`src/rtl/alu_share_arbiter_pkg.sv`:
```
// alu_share_arbiter_pkg
//   Shared definitions for the ALU sharing arbiter: FSM state encodings,
//   the largest supported requester count and the ALUop code space used
//   by the shared ALU.
//   No ports (package).
package alu_share_arbiter_pkg;

    localparam int ARB_MAX_NREQ = 8;

    typedef enum logic [1:0] {
        ARB_IDLE = 2'd0,
        ARB_EXEC = 2'd1,
        ARB_RESP = 2'd2
    } arb_state_e;

    // Codes not listed here are still forwarded to the ALU untouched; the
    // ALU answers them with 0.
    typedef enum logic [4:0] {
        ALU_ADD    = 5'd0,
        ALU_SUB    = 5'd1,
        ALU_AND    = 5'd2,
        ALU_OR     = 5'd3,
        ALU_XOR    = 5'd4,
        ALU_SLL    = 5'd5,
        ALU_SRL    = 5'd6,
        ALU_SRA    = 5'd7,
        ALU_SLT    = 5'd8,
        ALU_SLTU   = 5'd9,
        ALU_COPY_B = 5'd10
    } alu_op_e;

endpackage

```
`src/rtl/alu_share_arbiter_rr.sv`:
```
// alu_share_arbiter_rr
//   Combinational round-robin picker. The search starts one position after
//   ptr (wrapping at NREQ) and the first asserted request wins.
//   Ports:
//     req  in  NREQ  request vector
//     ptr  in  IDW   index of the most recent winner
//     en   in  1     grant enable; gnt is all-zero when low
//     gnt  out NREQ  one-hot grant (zero when en=0 or no request)
//     idx  out IDW   binary index of the winner (valid whenever any req is set)
module alu_share_arbiter_rr #(
    parameter  int NREQ = 3,
    localparam int IDW  = $clog2(NREQ)
) (
    input  logic [NREQ-1:0] req,
    input  logic [IDW-1:0]  ptr,
    input  logic            en,
    output logic [NREQ-1:0] gnt,
    output logic [IDW-1:0]  idx
);

    // One spare bit so ptr + offset never overflows before the wrap.
    logic [IDW:0] cand;
    logic         found;

    always_comb begin
        cand  = '0;
        found = 1'b0;
        idx   = '0;
        for (int off = 1; off <= NREQ; off++) begin
            cand = {1'b0, ptr} + (IDW+1)'(off);
            if (cand >= (IDW+1)'(NREQ)) begin
                cand = cand - (IDW+1)'(NREQ);
            end
            if (!found && req[cand[IDW-1:0]]) begin
                found = 1'b1;
                idx   = cand[IDW-1:0];
            end
        end
        gnt = '0;
        if (found && en) begin
            gnt[idx] = 1'b1;
        end
    end

endmodule

```
`src/rtl/alu_share_arbiter.sv`:
```
// alu_share_arbiter
//   Shares one external combinational 32-bit ALU between NREQ requesters.
//   A round-robin winner's op/operands are registered into the ALU, the
//   result is captured one cycle later and returned on a single response
//   channel tagged with the winner's index.
//   Build option: define ALU_ARB_PERF_EN to get per-requester 32-bit grant
//   counters on perf_grant; otherwise perf_grant is tied to zero.
//   Ports:
//     clk, rst                    clock, synchronous active-high reset
//     req_valid/req_ready         per-requester handshake (ready one-hot or 0)
//     req_op/req_a/req_b          packed per-requester ALUop and operands
//     alu_op/alu_a/alu_b/alu_out  registered ALU inputs, combinational result
//     rsp_valid/rsp_ready         response handshake
//     rsp_id/rsp_data             owner index and captured result
//     perf_grant                  packed per-requester grant counters
//
//   state    | meaning
//   ---------+------------------------------------------------------------
//   ARB_IDLE | nothing in flight; any valid request is granted at once
//   ARB_EXEC | ALU inputs hold the granted op; result captured this cycle
//   ARB_RESP | rsp_valid high; accept may overlap the next grant
module alu_share_arbiter
    import alu_share_arbiter_pkg::*;
#(
    parameter  int NREQ = 3,
    localparam int IDW  = $clog2(NREQ)
) (
    input  logic               clk,
    input  logic               rst,
    input  logic [NREQ-1:0]    req_valid,
    output logic [NREQ-1:0]    req_ready,
    input  logic [5*NREQ-1:0]  req_op,
    input  logic [32*NREQ-1:0] req_a,
    input  logic [32*NREQ-1:0] req_b,
    output logic [4:0]         alu_op,
    output logic [31:0]        alu_a,
    output logic [31:0]        alu_b,
    input  logic [31:0]        alu_out,
    output logic               rsp_valid,
    input  logic               rsp_ready,
    output logic [IDW-1:0]     rsp_id,
    output logic [31:0]        rsp_data,
    output logic [32*NREQ-1:0] perf_grant
);

    if (NREQ < 2 || NREQ > ARB_MAX_NREQ) begin : g_bad_nreq
        $error("alu_share_arbiter: NREQ must be in 2..%0d", ARB_MAX_NREQ);
    end

    arb_state_e       state_q;
    arb_state_e       state_d;
    logic [IDW-1:0]   ptr_q;
    logic             arb_en;
    logic             capture;
    logic [NREQ-1:0]  gnt;
    logic [IDW-1:0]   gidx;
    logic             xfer;
    logic [4:0]       sel_op;
    logic [31:0]      sel_a;
    logic [31:0]      sel_b;
    logic [4:0]       alu_op_q;
    logic [31:0]      alu_a_q;
    logic [31:0]      alu_b_q;
    logic [IDW-1:0]   rsp_id_q;
    logic [31:0]      rsp_data_q;

    alu_share_arbiter_rr #(.NREQ(NREQ)) u_rr (
        .req (req_valid),
        .ptr (ptr_q),
        .en  (arb_en),
        .gnt (gnt),
        .idx (gidx)
    );

    assign req_ready = gnt;
    assign xfer      = |(req_valid & req_ready);

    always_ff @(posedge clk) begin
        if (rst) begin
            state_q <= ARB_IDLE;
        end else begin
            state_q <= state_d;
        end
    end

    always_comb begin
        state_d = state_q;
        case (state_q)
            ARB_IDLE: if (xfer) state_d = ARB_EXEC;
            ARB_EXEC: state_d = ARB_RESP;
            ARB_RESP: if (rsp_ready) state_d = xfer ? ARB_EXEC : ARB_IDLE;
            default:  state_d = ARB_IDLE;
        endcase
    end

    // Granting in RESP is only allowed when the pending response leaves in
    // the same cycle, so the single result register is never overwritten.
    always_comb begin
        arb_en    = (state_q == ARB_IDLE) || ((state_q == ARB_RESP) && rsp_ready);
        capture   = (state_q == ARB_EXEC);
        rsp_valid = (state_q == ARB_RESP);
    end

    always_comb begin
        sel_op = '0;
        sel_a  = '0;
        sel_b  = '0;
        for (int i = 0; i < NREQ; i++) begin
            if (gidx == IDW'(i)) begin
                sel_op = req_op[5*i +: 5];
                sel_a  = req_a[32*i +: 32];
                sel_b  = req_b[32*i +: 32];
            end
        end
    end

    // rsp_id may be loaded on a RESP-state grant because that grant only
    // happens while the current response is being accepted.
    always_ff @(posedge clk) begin
        if (rst) begin
            alu_op_q   <= ALU_COPY_B;
            alu_a_q    <= '0;
            alu_b_q    <= '0;
            ptr_q      <= IDW'(NREQ - 1);
            rsp_id_q   <= '0;
            rsp_data_q <= '0;
        end else begin
            if (xfer) begin
                alu_op_q <= sel_op;
                alu_a_q  <= sel_a;
                alu_b_q  <= sel_b;
                ptr_q    <= gidx;
                rsp_id_q <= gidx;
            end
            if (capture) begin
                rsp_data_q <= alu_out;
            end
        end
    end

    assign alu_op   = alu_op_q;
    assign alu_a    = alu_a_q;
    assign alu_b    = alu_b_q;
    assign rsp_id   = rsp_id_q;
    assign rsp_data = rsp_data_q;

`ifdef ALU_ARB_PERF_EN
    logic [31:0] grant_cnt_q [NREQ];

    always_ff @(posedge clk) begin
        if (rst) begin
            for (int i = 0; i < NREQ; i++) begin
                grant_cnt_q[i] <= '0;
            end
        end else begin
            for (int i = 0; i < NREQ; i++) begin
                if (xfer && (gidx == IDW'(i))) begin
                    grant_cnt_q[i] <= grant_cnt_q[i] + 32'd1;
                end
            end
        end
    end

    always_comb begin
        perf_grant = '0;
        for (int i = 0; i < NREQ; i++) begin
            perf_grant[32*i +: 32] = grant_cnt_q[i];
        end
    end
`else
    assign perf_grant = '0;
`endif

endmodule

```
`config.mk`:
```
export PLATFORM = sky130hd
export DESIGN_NAME = alu_share_arbiter
export DESIGN_NICKNAME = d
export VERILOG_FILES = /design/src/rtl/alu_share_arbiter_pkg.sv /design/src/rtl/alu_share_arbiter_rr.sv /design/src/rtl/alu_share_arbiter.sv
export SDC_FILE = /design/constraint.sdc
export NUM_CORES = 1
export LEC_CHECK = 0
export ABC_AREA = 1
export BUFFER_PORTS_ARGS = -buffer_cell sky130_fd_sc_hd__buf_4
export CELL_PAD_IN_SITES_DETAIL_PLACEMENT = 2
export CELL_PAD_IN_SITES_GLOBAL_PLACEMENT = 2
export CORE_ASPECT_RATIO = 0.75
export CORE_UTILIZATION = 21
export CTS_CLUSTER_DIAMETER = 40
export DETAILED_ROUTE_END_ITERATION = 16
export GPL_TIMING_DRIVEN = 0
export PLACE_DENSITY_LB_ADDON = 0.08
export SLEW_MARGIN = 10
export SYNTH_ARGS = -nofsm -noshare
export SYNTH_HDL_FRONTEND = slang
export SYNTH_SLANG_ARGS = --single-unit
```
`constraint.sdc`:
```
create_clock -name clk -period 4.5 [get_ports clk]
set_input_delay 0.9 -clock clk [delete_from_list [all_inputs] [get_ports clk]]
set_output_delay 0.9 -clock clk [all_outputs]
set_load 0.05 [all_outputs]
```
==> impl_metrics.xml, run 1 <==
<?xml version="1.0" encoding="UTF-8"?>
<metrics>
  <group name="floorplan">
    <metric name="std_cell_rows" unit="">53</metric>
    <metric name="chipHeight" unit="µm">149</metric>
    <metric name="start_util" unit="%">21.4</metric>
    <metric name="design.die.area" unit="µm²">29500</metric>
    <metric name="num_io_pins" unit="">448</metric>
    <metric name="horizontal_die_dimension" unit="µm">198</metric>
    <metric name="coreArea" unit="µm²">28200</metric>
  </group>
  <group name="yosys">
    <metric name="post_synth_instance_area" unit="µm²">6040</metric>
    <metric name="synth.yosys.seq_area_share" unit="%">35.1</metric>
    <metric name="synthesized_flop_and_latch_total" unit="">106</metric>
    <metric name="synth_area_per_cell" unit="µm²">6.95</metric>
    <metric name="yosysUniqueCellTypes" unit="">26</metric>
    <metric name="ys.warnings.count" unit="">0</metric>
    <metric name="count_of_mapped_cells_out_of_synthesis" unit="">869</metric>
  </group>
  <group name="cts">
    <metric name="postCtsResizedCells" unit="">0</metric>
    <metric name="cts_post_setup_buffers_inserted" unit="">0</metric>
    <metric name="cts_sinks" unit="">106</metric>
    <metric name="cts_hold_buf" unit="">0</metric>
    <metric name="cts.reportedPaths.clkPinSlew" unit="ps">80</metric>
    <metric name="insertion_delay" unit="ps">370</metric>
    <metric name="ctsLongestPathBuffers" unit="">2</metric>
    <metric name="htree_num_levels" unit="">3</metric>
    <metric name="clock-root-buffer" unit="">clkbuf_16</metric>
    <metric name="tritoncts" unit="">yes</metric>
    <metric name="cts_inserted_buffers" unit="">9</metric>
  </group>
  <group name="worst_setup_path">
    <metric name="critPathSlowestCell" unit="">dfxtp_1</metric>
    <metric name="crit_required" unit="ps">3600</metric>
    <metric name="critical_path.max_stage_delay" unit="ps">520</metric>
    <metric name="crit_fanout" unit="">10</metric>
    <metric name="critPathArrivalTime" unit="ps">3010</metric>
    <metric name="critical_path.cell_chain" unit="">inv_2, ha_1, buf_4, inv_2, o21ai_1, nand2_1, nand2_1, o21ai_4, clkbuf_1, nor3_1, buf_4</metric>
    <metric name="crit_type" unit="">reg2out</metric>
    <metric name="critical_path.endpoint_type" unit="">output pin</metric>
    <metric name="worstSetupStartpointType" unit="">flop</metric>
  </group>
  <group name="placed_design">
    <metric name="portBuffers" unit="">351</metric>
    <metric name="placed_cell_area" unit="µm²">9520</metric>
    <metric name="place.gp.congestion" unit="">0.773</metric>
    <metric name="detailed_place_hpwl" unit="µm">25200</metric>
  </group>
  <group name="global_routing">
    <metric name="grt_max_degree" unit="">18</metric>
    <metric name="antenna_violations_before_repair" unit="">2</metric>
    <metric name="via_count_of_the_first_global_routing_pass" unit="">7728</metric>
    <metric name="globalRouteTotalUtil" unit="%">20.8</metric>
    <metric name="grt_overflow" unit="">0</metric>
    <metric name="global_route_wire_length_before_repair" unit="µm">46500</metric>
  </group>
  <group name="sta">
    <metric name="maxClockFrequency" unit="MHz">256</metric>
    <metric name="worst_margin_slew" unit="ps">641</metric>
    <metric name="hold_viol_final" unit="">0</metric>
    <metric name="drv_slew" unit="">0</metric>
    <metric name="holdWs" unit="ps">480</metric>
    <metric name="maxSlewHeadroom" unit="%">57.3</metric>
    <metric name="worst_clock_skew" unit="ps">19.2</metric>
    <metric name="final_critical_path_time_including_i_o_delays_and_setup" unit="ps">3910</metric>
    <metric name="layout_worst_path_cycle_share" unit="%">86.9</metric>
    <metric name="setup_repair_after_global_routing_missed_its_margin" unit="">no</metric>
    <metric name="sum_of_negative_setup_slack" unit="ps">0</metric>
    <metric name="setup_violations" unit="">0</metric>
  </group>
  <group name="cells_and_area">
    <metric name="proportion_of_layout_cells_with_a_drive_suffix_above_1" unit="%">39.0</metric>
    <metric name="final_common_cell" unit="">buf_4</metric>
    <metric name="fin_area" unit="µm²">9800</metric>
    <metric name="layout-area-overhead-vs-synth" unit="%">62.1</metric>
    <metric name="fin_nets" unit="">1574</metric>
    <metric name="layout.cells.most_common_list" unit="">buf_4 (458), nand3_1 (151), nand2_1 (109)</metric>
    <metric name="insertedDiodeCount" unit="">0</metric>
  </group>
  <group name="route">
    <metric name="drtAntennaViolNets" unit="">0</metric>
    <metric name="viasPerCell" unit="">4.36</metric>
    <metric name="detail_route.iter0.violations" unit="">240</metric>
    <metric name="routedWlPerCell" unit="µm">18.3</metric>
    <metric name="first_pass_iters" unit="">4</metric>
    <metric name="routed_wl" unit="µm">31500</metric>
    <metric name="dr_total_vias" unit="">7484</metric>
    <metric name="post-route-drc-count" unit="">0</metric>
  </group>
  <group name="power">
    <metric name="power.total" unit="µW">8540</metric>
    <metric name="combPwrFrac" unit="%">72.8</metric>
    <metric name="share_of_power_burned_in_the_clock_network" unit="%">9.4</metric>
    <metric name="p_sw_share" unit="%">57.6</metric>
    <metric name="power.density_cell_area" unit="nW/µm²">872</metric>
    <metric name="p_seq_share" unit="%">17.9</metric>
    <metric name="static-leakage-power" unit="µW">0.00505</metric>
    <metric name="total_switching_power" unit="µW">4920</metric>
    <metric name="p_int" unit="µW">3620</metric>
    <metric name="vdd_drop_max" unit="µV">253</metric>
  </group>
  <group name="min_path">
    <metric name="holdCritPathClass" unit="">reg2reg</metric>
  </group>
  <group name="status">
    <metric name="run_status" unit="">completed</metric>
  </group>
  <group name="run">
    <metric name="maxCapViolations" unit="">0</metric>
  </group>
</metrics>
==> synth_stat cells <==
master / n / area, µm²
nand3_1: 151 / 756
nand2_1: 109 / 409
buf_4: 107 / 803
dfxtp_1: 106 / 2120
o21ai_0: 93 / 465
a21oi_1: 71 / 355
nor2_1: 71 / 267
o21ai_1: 59 / 295
buf_2: 24 / 120
clkbuf_1: 21 / 78.8
inv_1: 21 / 78.8
buf_6: 9 / 101
inv_2: 5 / 18.8
buf_1: 4 / 15.0
ha_1: 3 / 37.5
nand2_2: 3 / 18.8
o211ai_1: 3 / 22.5
a211oi_1: 1 / 7.51
conb_1: 1 / 3.75
nand3_2: 1 / 10.0
nand4_1: 1 / 6.26
nand4_2: 1 / 12.5
nor2_2: 1 / 6.26
nor2_4: 1 / 11.3
nor3_1: 1 / 5.00
o21ai_4: 1 / 16.3
==> worst paths after layout <==
kind / start / to / slack, ps / cells past startpoint
worst max-delay path: ptr_q[0] / req_ready[0] / 590 / 11
worst min-delay path: alu_op[1] / alu_op[1] / 480 / 2
worst max register to register: ptr_q[0] / alu_a[10] / 1640 / 13
worst min register to register: alu_op[1] / alu_op[1] / 480 / 2
==> state kept, by name (all words and copies together) (netlist names) <==
| name | cells |
|---|---|
| ptr_q | 2 |
| state_q | 2 |
| rsp_id | 1 |
| alu_a | 32 |
| alu_b | 32 |
| rsp_data | 32 |
| alu_op | 5 |
==> kinds of logic after synthesis <==
| group | synth area share (%) |
|---|---|
| AOI/OAI and AO/OA | 19.2 |
| buffers and inverters | 20.1 |
| and+or+nand+nor | 24.8 |
| other | 0.0621 |
| DFF | 35.1 |
| adders and majority gates | 0.621 |
==> cell type report <==
cell class | count | area [µm²]
Sequential cell | 106 | 2120
Timing Repair Buffer | 351 | 2640
Multi-Input combinational cell | 667 | 3060
Inverter | 26 | 97.6
Fill cell | 3461 | 18400
Clock inverter | 5 | 37.5
Tap cell | 385 | 482
Buffer | 165 | 1120
Clock buffer | 11 | 243
==> layer usage <==
metal	track usage (%)	share of wire (%)	vias up
li1	-	-	3649
met1	25.6	44	3568
met2	36.1	48	234
met3	5.43	6.5	29
met4	4.46	1.6	4
met5	0	0.089	-
==> worst max-delay path, delay by kind of cell (launching register included) <==
| family | cells | cell delay [ps] |
|---|---|---|
| AO/OA/AOI/OAI | 2 | 370 |
| adder cells (fa/ha/maj) | 1 | 310 |
| buffers and inverters | 5 | 1100 |
| flip-flops | 1 | 520 |
| AND/OR/NAND/NOR | 3 | 360 |
==> metrics by stage <==
step                std cells  setup WS (ps)  util, %
CTS                      1716            547     34.8
floorplan                 964            888        -
global route             1716            364     34.8
detailed placement       1700            931     33.8
finish                   1716            591     34.8
global placement         1700            930     33.8
==> power by group through the flow <==
stage	clock (µW)	combinational [µW]	sequential, µW
final	799	6220	1530
after global routing	855	6790	1580
after floorplan	0	3030	2740
after detailed placement	0	6320	1540
after global placement	0	6220	1530
after CTS	829	6350	1530
(Power assumes the default switching activity.)
==> run 2, diff against run 1 <==
- CELL_PAD_IN_SITES_DETAIL_PLACEMENT: 2 -> default
- CELL_PAD_IN_SITES_GLOBAL_PLACEMENT: 2 -> default
- CORE_AREA: default -> 2 2 174 176
- CORE_ASPECT_RATIO: 0.75 -> default
- CORE_UTILIZATION: 21 -> default
- DIE_AREA: default -> 0 0 176 178
==> impl_metrics.xml, run 2 (synthesized netlist as in run 1, its figures left out) <==
<?xml version="1.0" encoding="UTF-8"?>
<metrics>
  <group name="route">
    <metric name="viasPerCell" unit="">4.18</metric>
    <metric name="routed_wl" unit="µm">29400</metric>
    <metric name="post-route-drc-count" unit="">0</metric>
    <metric name="routedWlPerCell" unit="µm">17.1</metric>
    <metric name="drtAntennaViolNets" unit="">0</metric>
    <metric name="first_pass_iters" unit="">5</metric>
    <metric name="detail_route.iter0.violations" unit="">293</metric>
    <metric name="dr_total_vias" unit="">7193</metric>
  </group>
  <group name="floorplan">
    <metric name="chipHeight" unit="µm">178</metric>
    <metric name="std_cell_rows" unit="">63</metric>
    <metric name="start_util" unit="%">20.6</metric>
    <metric name="num_io_pins" unit="">448</metric>
    <metric name="horizontal_die_dimension" unit="µm">176</metric>
    <metric name="coreArea" unit="µm²">29400</metric>
    <metric name="design.die.area" unit="µm²">31300</metric>
  </group>
  <group name="worst_setup_path">
    <metric name="cell_family_contributing_the_most_delay_on_the_critical_path" unit="">buffers and inverters</metric>
    <metric name="worstSetupStartpointType" unit="">flop</metric>
    <metric name="critical_path.cell_chain" unit="">inv_2, ha_1, buf_4, inv_2, o21ai_1, nand2_1, nand2_1, o21ai_4, clkbuf_1, nor3_1, buf_4</metric>
    <metric name="critPathArrivalTime" unit="ps">3020</metric>
    <metric name="critical_path.endpoint_type" unit="">output pin</metric>
    <metric name="crit_fanout" unit="">10</metric>
    <metric name="critPathSlowestCell" unit="">clkbuf_1</metric>
    <metric name="crit_type" unit="">reg2out</metric>
    <metric name="crit_required" unit="ps">3600</metric>
    <metric name="critical_path.max_stage_delay" unit="ps">530</metric>
    <metric name="cp.buffers_inverters" unit="">5</metric>
  </group>
  <group name="cts">
    <metric name="ctsLongestPathBuffers" unit="">2</metric>
    <metric name="htree_num_levels" unit="">3</metric>
    <metric name="cts_inserted_buffers" unit="">9</metric>
    <metric name="cts.reportedPaths.clkPinSlew" unit="ps">80</metric>
    <metric name="clock-root-buffer" unit="">clkbuf_16</metric>
    <metric name="cts_post_setup_buffers_inserted" unit="">0</metric>
    <metric name="insertion_delay" unit="ps">350</metric>
    <metric name="cts_hold_buf" unit="">0</metric>
    <metric name="cts_sinks" unit="">106</metric>
    <metric name="tritoncts" unit="">yes</metric>
    <metric name="postCtsResizedCells" unit="">0</metric>
  </group>
  <group name="sta">
    <metric name="setup_repair_after_global_routing_missed_its_margin" unit="">no</metric>
    <metric name="hold_viol_final" unit="">0</metric>
    <metric name="final_critical_path_time_including_i_o_delays_and_setup" unit="ps">3920</metric>
    <metric name="worst_clock_skew" unit="ps">11.9</metric>
    <metric name="holdWs" unit="ps">468</metric>
    <metric name="maxSlewHeadroom" unit="%">46.7</metric>
    <metric name="drv_slew" unit="">0</metric>
    <metric name="worst_margin_slew" unit="ps">799</metric>
    <metric name="sum_of_negative_setup_slack" unit="ps">0</metric>
    <metric name="maxClockFrequency" unit="MHz">255</metric>
    <metric name="setup_violations" unit="">0</metric>
    <metric name="layout_worst_path_cycle_share" unit="%">87.1</metric>
  </group>
  <group name="run">
    <metric name="maxCapViolations" unit="">0</metric>
  </group>
  <group name="global_routing">
    <metric name="grt_max_degree" unit="">19</metric>
    <metric name="globalRouteTotalUtil" unit="%">17.8</metric>
    <metric name="via_count_of_the_first_global_routing_pass" unit="">7016</metric>
    <metric name="global_route_wire_length_before_repair" unit="µm">42500</metric>
    <metric name="grt_overflow" unit="">0</metric>
    <metric name="antenna_violations_before_repair" unit="">1</metric>
  </group>
  <group name="placed_design">
    <metric name="detailed_place_hpwl" unit="µm">23400</metric>
    <metric name="portBuffers" unit="">351</metric>
    <metric name="place.gp.congestion" unit="">0.818</metric>
    <metric name="placed_cell_area" unit="µm²">9520</metric>
    <metric name="place_inst" unit="">1705</metric>
  </group>
  <group name="power">
    <metric name="static-leakage-power" unit="µW">0.00506</metric>
    <metric name="power.density_cell_area" unit="nW/µm²">865</metric>
    <metric name="vdd_drop_max" unit="µV">272</metric>
  </group>
  <group name="cells_and_area">
    <metric name="proportion_of_layout_cells_with_a_drive_suffix_above_1" unit="%">39.0</metric>
    <metric name="fin_area" unit="µm²">9810</metric>
    <metric name="layout.cells.most_common_list" unit="">buf_4 (458), nand3_1 (151), nand2_1 (109)</metric>
    <metric name="fin_util" unit="%">33.4</metric>
    <metric name="final_common_cell" unit="">buf_4</metric>
    <metric name="layout-area-overhead-vs-synth" unit="%">62.3</metric>
    <metric name="stdcell_count" unit="">1720</metric>
    <metric name="insertedDiodeCount" unit="">0</metric>
    <metric name="fin_nets" unit="">1574</metric>
  </group>
  <group name="status">
    <metric name="run_status" unit="">completed</metric>
  </group>
  <group name="min_path">
    <metric name="holdCritPathClass" unit="">reg2reg</metric>
  </group>
</metrics>
## run 2: metal layers
metal  part of all wire [%]  GRT usage, %  up-vias
met1                     40          20.6     3242
met4                    1.7          4.34        2
met2                     50          32.2      272
li1                       -             -     3647
met3                    8.0          5.29       30
met5                  0.044             0        -
## run 2: path summary, 6_finish.rpt
kind / slack [ps] / to / cells after the start / startpoint
setup / recovery: 580 / req_ready[0] / 11 / ptr_q[0]
hold / removal: 470 / alu_b[19] / 2 / alu_b[19]
setup reg to reg: 1750 / alu_a[11] / 13 / ptr_q[0]
hold reg to reg: 470 / alu_b[19] / 2 / alu_b[19]
## run 2: area by class of cell
class | count | area, µm²
repair buffers | 351 | 2640
clock inverters | 5 | 46.3
well taps | 390 | 488
multi-input cells | 667 | 3060
flip-flops and latches | 106 | 2120
inverters | 26 | 97.6
clock buffers | 10 | 239
fillers | 3260 | 19600
plain buffers | 165 | 1120
## run 2: per-stage QoR
stage               setup slack (ps)  power [µW]
finish                           578        8490
detailed placement               934        7810
floorplan                        888        5770
global route                     274        9170
global placement                 966        7820
CTS                              525        8650
## run 2: power by group
part           switching [µW]  total (µW)  internal [µW]
clock                     416         816            400
combinational            4240        6130           1890
sequential                205        1540           1330
total                    4860        8490           3620
## run 2: tightest hold or removal path: cells and delay by family, from the launching register on
| kind | cells | cell delay (ps) |
|---|---|---|
| and+or+nand+nor | 1 | 60 |
| AOI/OAI and AO/OA | 1 | 50 |
| DFF | 1 | 310 |
==> run 3, diff against run 2 <==
- BUFFER_PORTS_ARGS: -buffer_cell sky130_fd_sc_hd__buf_4 -> default
- DONT_BUFFER_PORTS: default -> 1
==> impl_metrics.xml, run 3 (synthesized netlist as in run 1, its figures left out) <==
<?xml version="1.0" encoding="UTF-8"?>
<metrics>
  <group name="sta">
    <metric name="hold_viol_final" unit="">0</metric>
    <metric name="setup_repair_after_global_routing_missed_its_margin" unit="">no</metric>
    <metric name="maxSlewHeadroom" unit="%">29.4</metric>
    <metric name="sum_of_negative_setup_slack" unit="ps">0</metric>
    <metric name="worst_clock_skew" unit="ps">13.8</metric>
    <metric name="final_critical_path_time_including_i_o_delays_and_setup" unit="ps">4200</metric>
    <metric name="drv_slew" unit="">0</metric>
    <metric name="worst_margin_slew" unit="ps">1060</metric>
    <metric name="maxClockFrequency" unit="MHz">238</metric>
    <metric name="layout_worst_path_cycle_share" unit="%">93.3</metric>
    <metric name="setup_violations" unit="">0</metric>
  </group>
  <group name="floorplan">
    <metric name="std_cell_rows" unit="">63</metric>
    <metric name="coreArea" unit="µm²">29400</metric>
    <metric name="num_io_pins" unit="">448</metric>
    <metric name="design.die.area" unit="µm²">31300</metric>
    <metric name="chipHeight" unit="µm">178</metric>
    <metric name="horizontal_die_dimension" unit="µm">176</metric>
    <metric name="start_util" unit="%">20.6</metric>
  </group>
  <group name="cts">
    <metric name="cts.reportedPaths.clkPinSlew" unit="ps">80</metric>
    <metric name="postCtsResizedCells" unit="">0</metric>
    <metric name="insertion_delay" unit="ps">350</metric>
    <metric name="htree_num_levels" unit="">3</metric>
    <metric name="clock-root-buffer" unit="">clkbuf_16</metric>
    <metric name="cts_post_setup_buffers_inserted" unit="">0</metric>
    <metric name="tritoncts" unit="">yes</metric>
    <metric name="cts_sinks" unit="">106</metric>
    <metric name="cts_inserted_buffers" unit="">9</metric>
    <metric name="ctsLongestPathBuffers" unit="">2</metric>
    <metric name="cts_hold_buf" unit="">0</metric>
  </group>
  <group name="worst_setup_path">
    <metric name="crit_type" unit="">reg2out</metric>
    <metric name="critPathArrivalTime" unit="ps">3300</metric>
    <metric name="cell_family_contributing_the_most_delay_on_the_critical_path" unit="">simple AND/OR/NAND/NOR gates</metric>
    <metric name="crit_required" unit="ps">3600</metric>
    <metric name="worstSetupStartpointType" unit="">flop</metric>
    <metric name="critical_path.max_stage_delay" unit="ps">790</metric>
    <metric name="crit_fanout" unit="">9</metric>
    <metric name="critical_path.endpoint_type" unit="">output pin</metric>
    <metric name="timing.critical_path.mode_cell" unit="">inv_2</metric>
    <metric name="critical_path.cell_chain" unit="">inv_2, ha_1, buf_4, inv_2, o21ai_1, nand2_1, nand4_2, nand2_2, inv_1, nor2_1</metric>
    <metric name="cp.buffers_inverters" unit="">4</metric>
    <metric name="critPathSlowestCell" unit="">nor2_1</metric>
  </group>
  <group name="placed_design">
    <metric name="place.gp.congestion" unit="">0.824</metric>
    <metric name="portBuffers" unit="">0</metric>
    <metric name="detailed_place_hpwl" unit="µm">21700</metric>
  </group>
  <group name="cells_and_area">
    <metric name="final_common_cell" unit="">nand3_1</metric>
    <metric name="layout-area-overhead-vs-synth" unit="%">18.9</metric>
    <metric name="layout.cells.most_common_list" unit="">nand3_1 (151), nand2_1 (109), buf_4 (107)</metric>
    <metric name="proportion_of_layout_cells_with_a_drive_suffix_above_1" unit="%">17.3</metric>
    <metric name="fin_util" unit="%">24.4</metric>
    <metric name="fillers" unit="">3346</metric>
    <metric name="fin_nets" unit="">1223</metric>
  </group>
  <group name="route">
    <metric name="first_pass_iters" unit="">4</metric>
    <metric name="dr_total_vias" unit="">5944</metric>
    <metric name="routed_wl" unit="µm">27300</metric>
    <metric name="drtAntennaViolNets" unit="">0</metric>
    <metric name="viasPerCell" unit="">4.34</metric>
    <metric name="post-route-drc-count" unit="">0</metric>
    <metric name="routedWlPerCell" unit="µm">19.9</metric>
    <metric name="detail_route.iter0.violations" unit="">306</metric>
  </group>
  <group name="global_routing">
    <metric name="global_route_wire_length_before_repair" unit="µm">38200</metric>
    <metric name="antenna_violations_before_repair" unit="">2</metric>
    <metric name="grt_max_degree" unit="">19</metric>
    <metric name="grt_overflow" unit="">0</metric>
    <metric name="via_count_of_the_first_global_routing_pass" unit="">5905</metric>
    <metric name="globalRouteTotalUtil" unit="%">16.5</metric>
  </group>
  <group name="power">
    <metric name="vdd_drop_max" unit="µV">360</metric>
    <metric name="power.density_cell_area" unit="nW/µm²">1090</metric>
    <metric name="static-leakage-power" unit="µW">0.00333</metric>
  </group>
  <group name="status">
    <metric name="run_status" unit="">completed</metric>
  </group>
  <group name="run">
    <metric name="maxCapViolations" unit="">0</metric>
  </group>
  <group name="min_path">
    <metric name="holdCritPathClass" unit="">reg2reg</metric>
  </group>
</metrics>
## run 3: per-layer routing
| layer | vias up | wire length (µm) | track usage, % |
|---|---|---|---|
| met4 | 0 | 473 | 4.61 |
| met1 | 2679 | 10700 | 18.6 |
| met3 | 25 | 2690 | 6.16 |
| met2 | 288 | 13400 | 29.1 |
| li1 | 2952 | - | - |
| met5 | - | 0 | 0 |
## run 3: where the power goes
group	internal [µW]	leakage (µW)	switching [µW]
logic	1300	0.00231	2830
registers	1330	0.000879	1550
clock network	399	0.000141	405
## run 3: worst paths after layout
check	start	end	slack, ps	depth (start not counted)
max	ptr_q[0]	req_ready[1]	300	10
min	state_q[1]	state_q[1]	480	1
max reg2reg	ptr_q[0]	rsp_id[1]	1420	13
min reg2reg	state_q[1]	state_q[1]	480	1
## run 3: stage by stage
stage / area, µm² / power (µW) / setup slack [ps] / std cells / hold WS (ps)
3_3_place_gp: 6890 / 7140 / 188 / 1354 / 463
6_report: 7180 / 7810 / 304 / 1371 / 476
3_5_place_dp: 6890 / 7160 / 643 / 1354 / 454
2_1_floorplan: 6400 / 5770 / 888 / 964 / 434
4_1_cts: 7180 / 7990 / 242 / 1369 / 474
5_1_grt: 7180 / 8460 / 32.3 / 1371 / 500
## run 3: layout make-up
class | count | area [µm²] | share of cell area, %
clock buffers | 10 | 239 | 3.33
multi-input cells | 667 | 3070 | 42.7
diodes | 2 | 5.00 | 0.0697
flip-flops and latches | 106 | 2120 | 29.5
clock inverters | 5 | 46.3 | 0.644
inverters | 26 | 97.6 | 1.36
well taps | 390 | 488 | 6.79
plain buffers | 165 | 1120 | 15.6
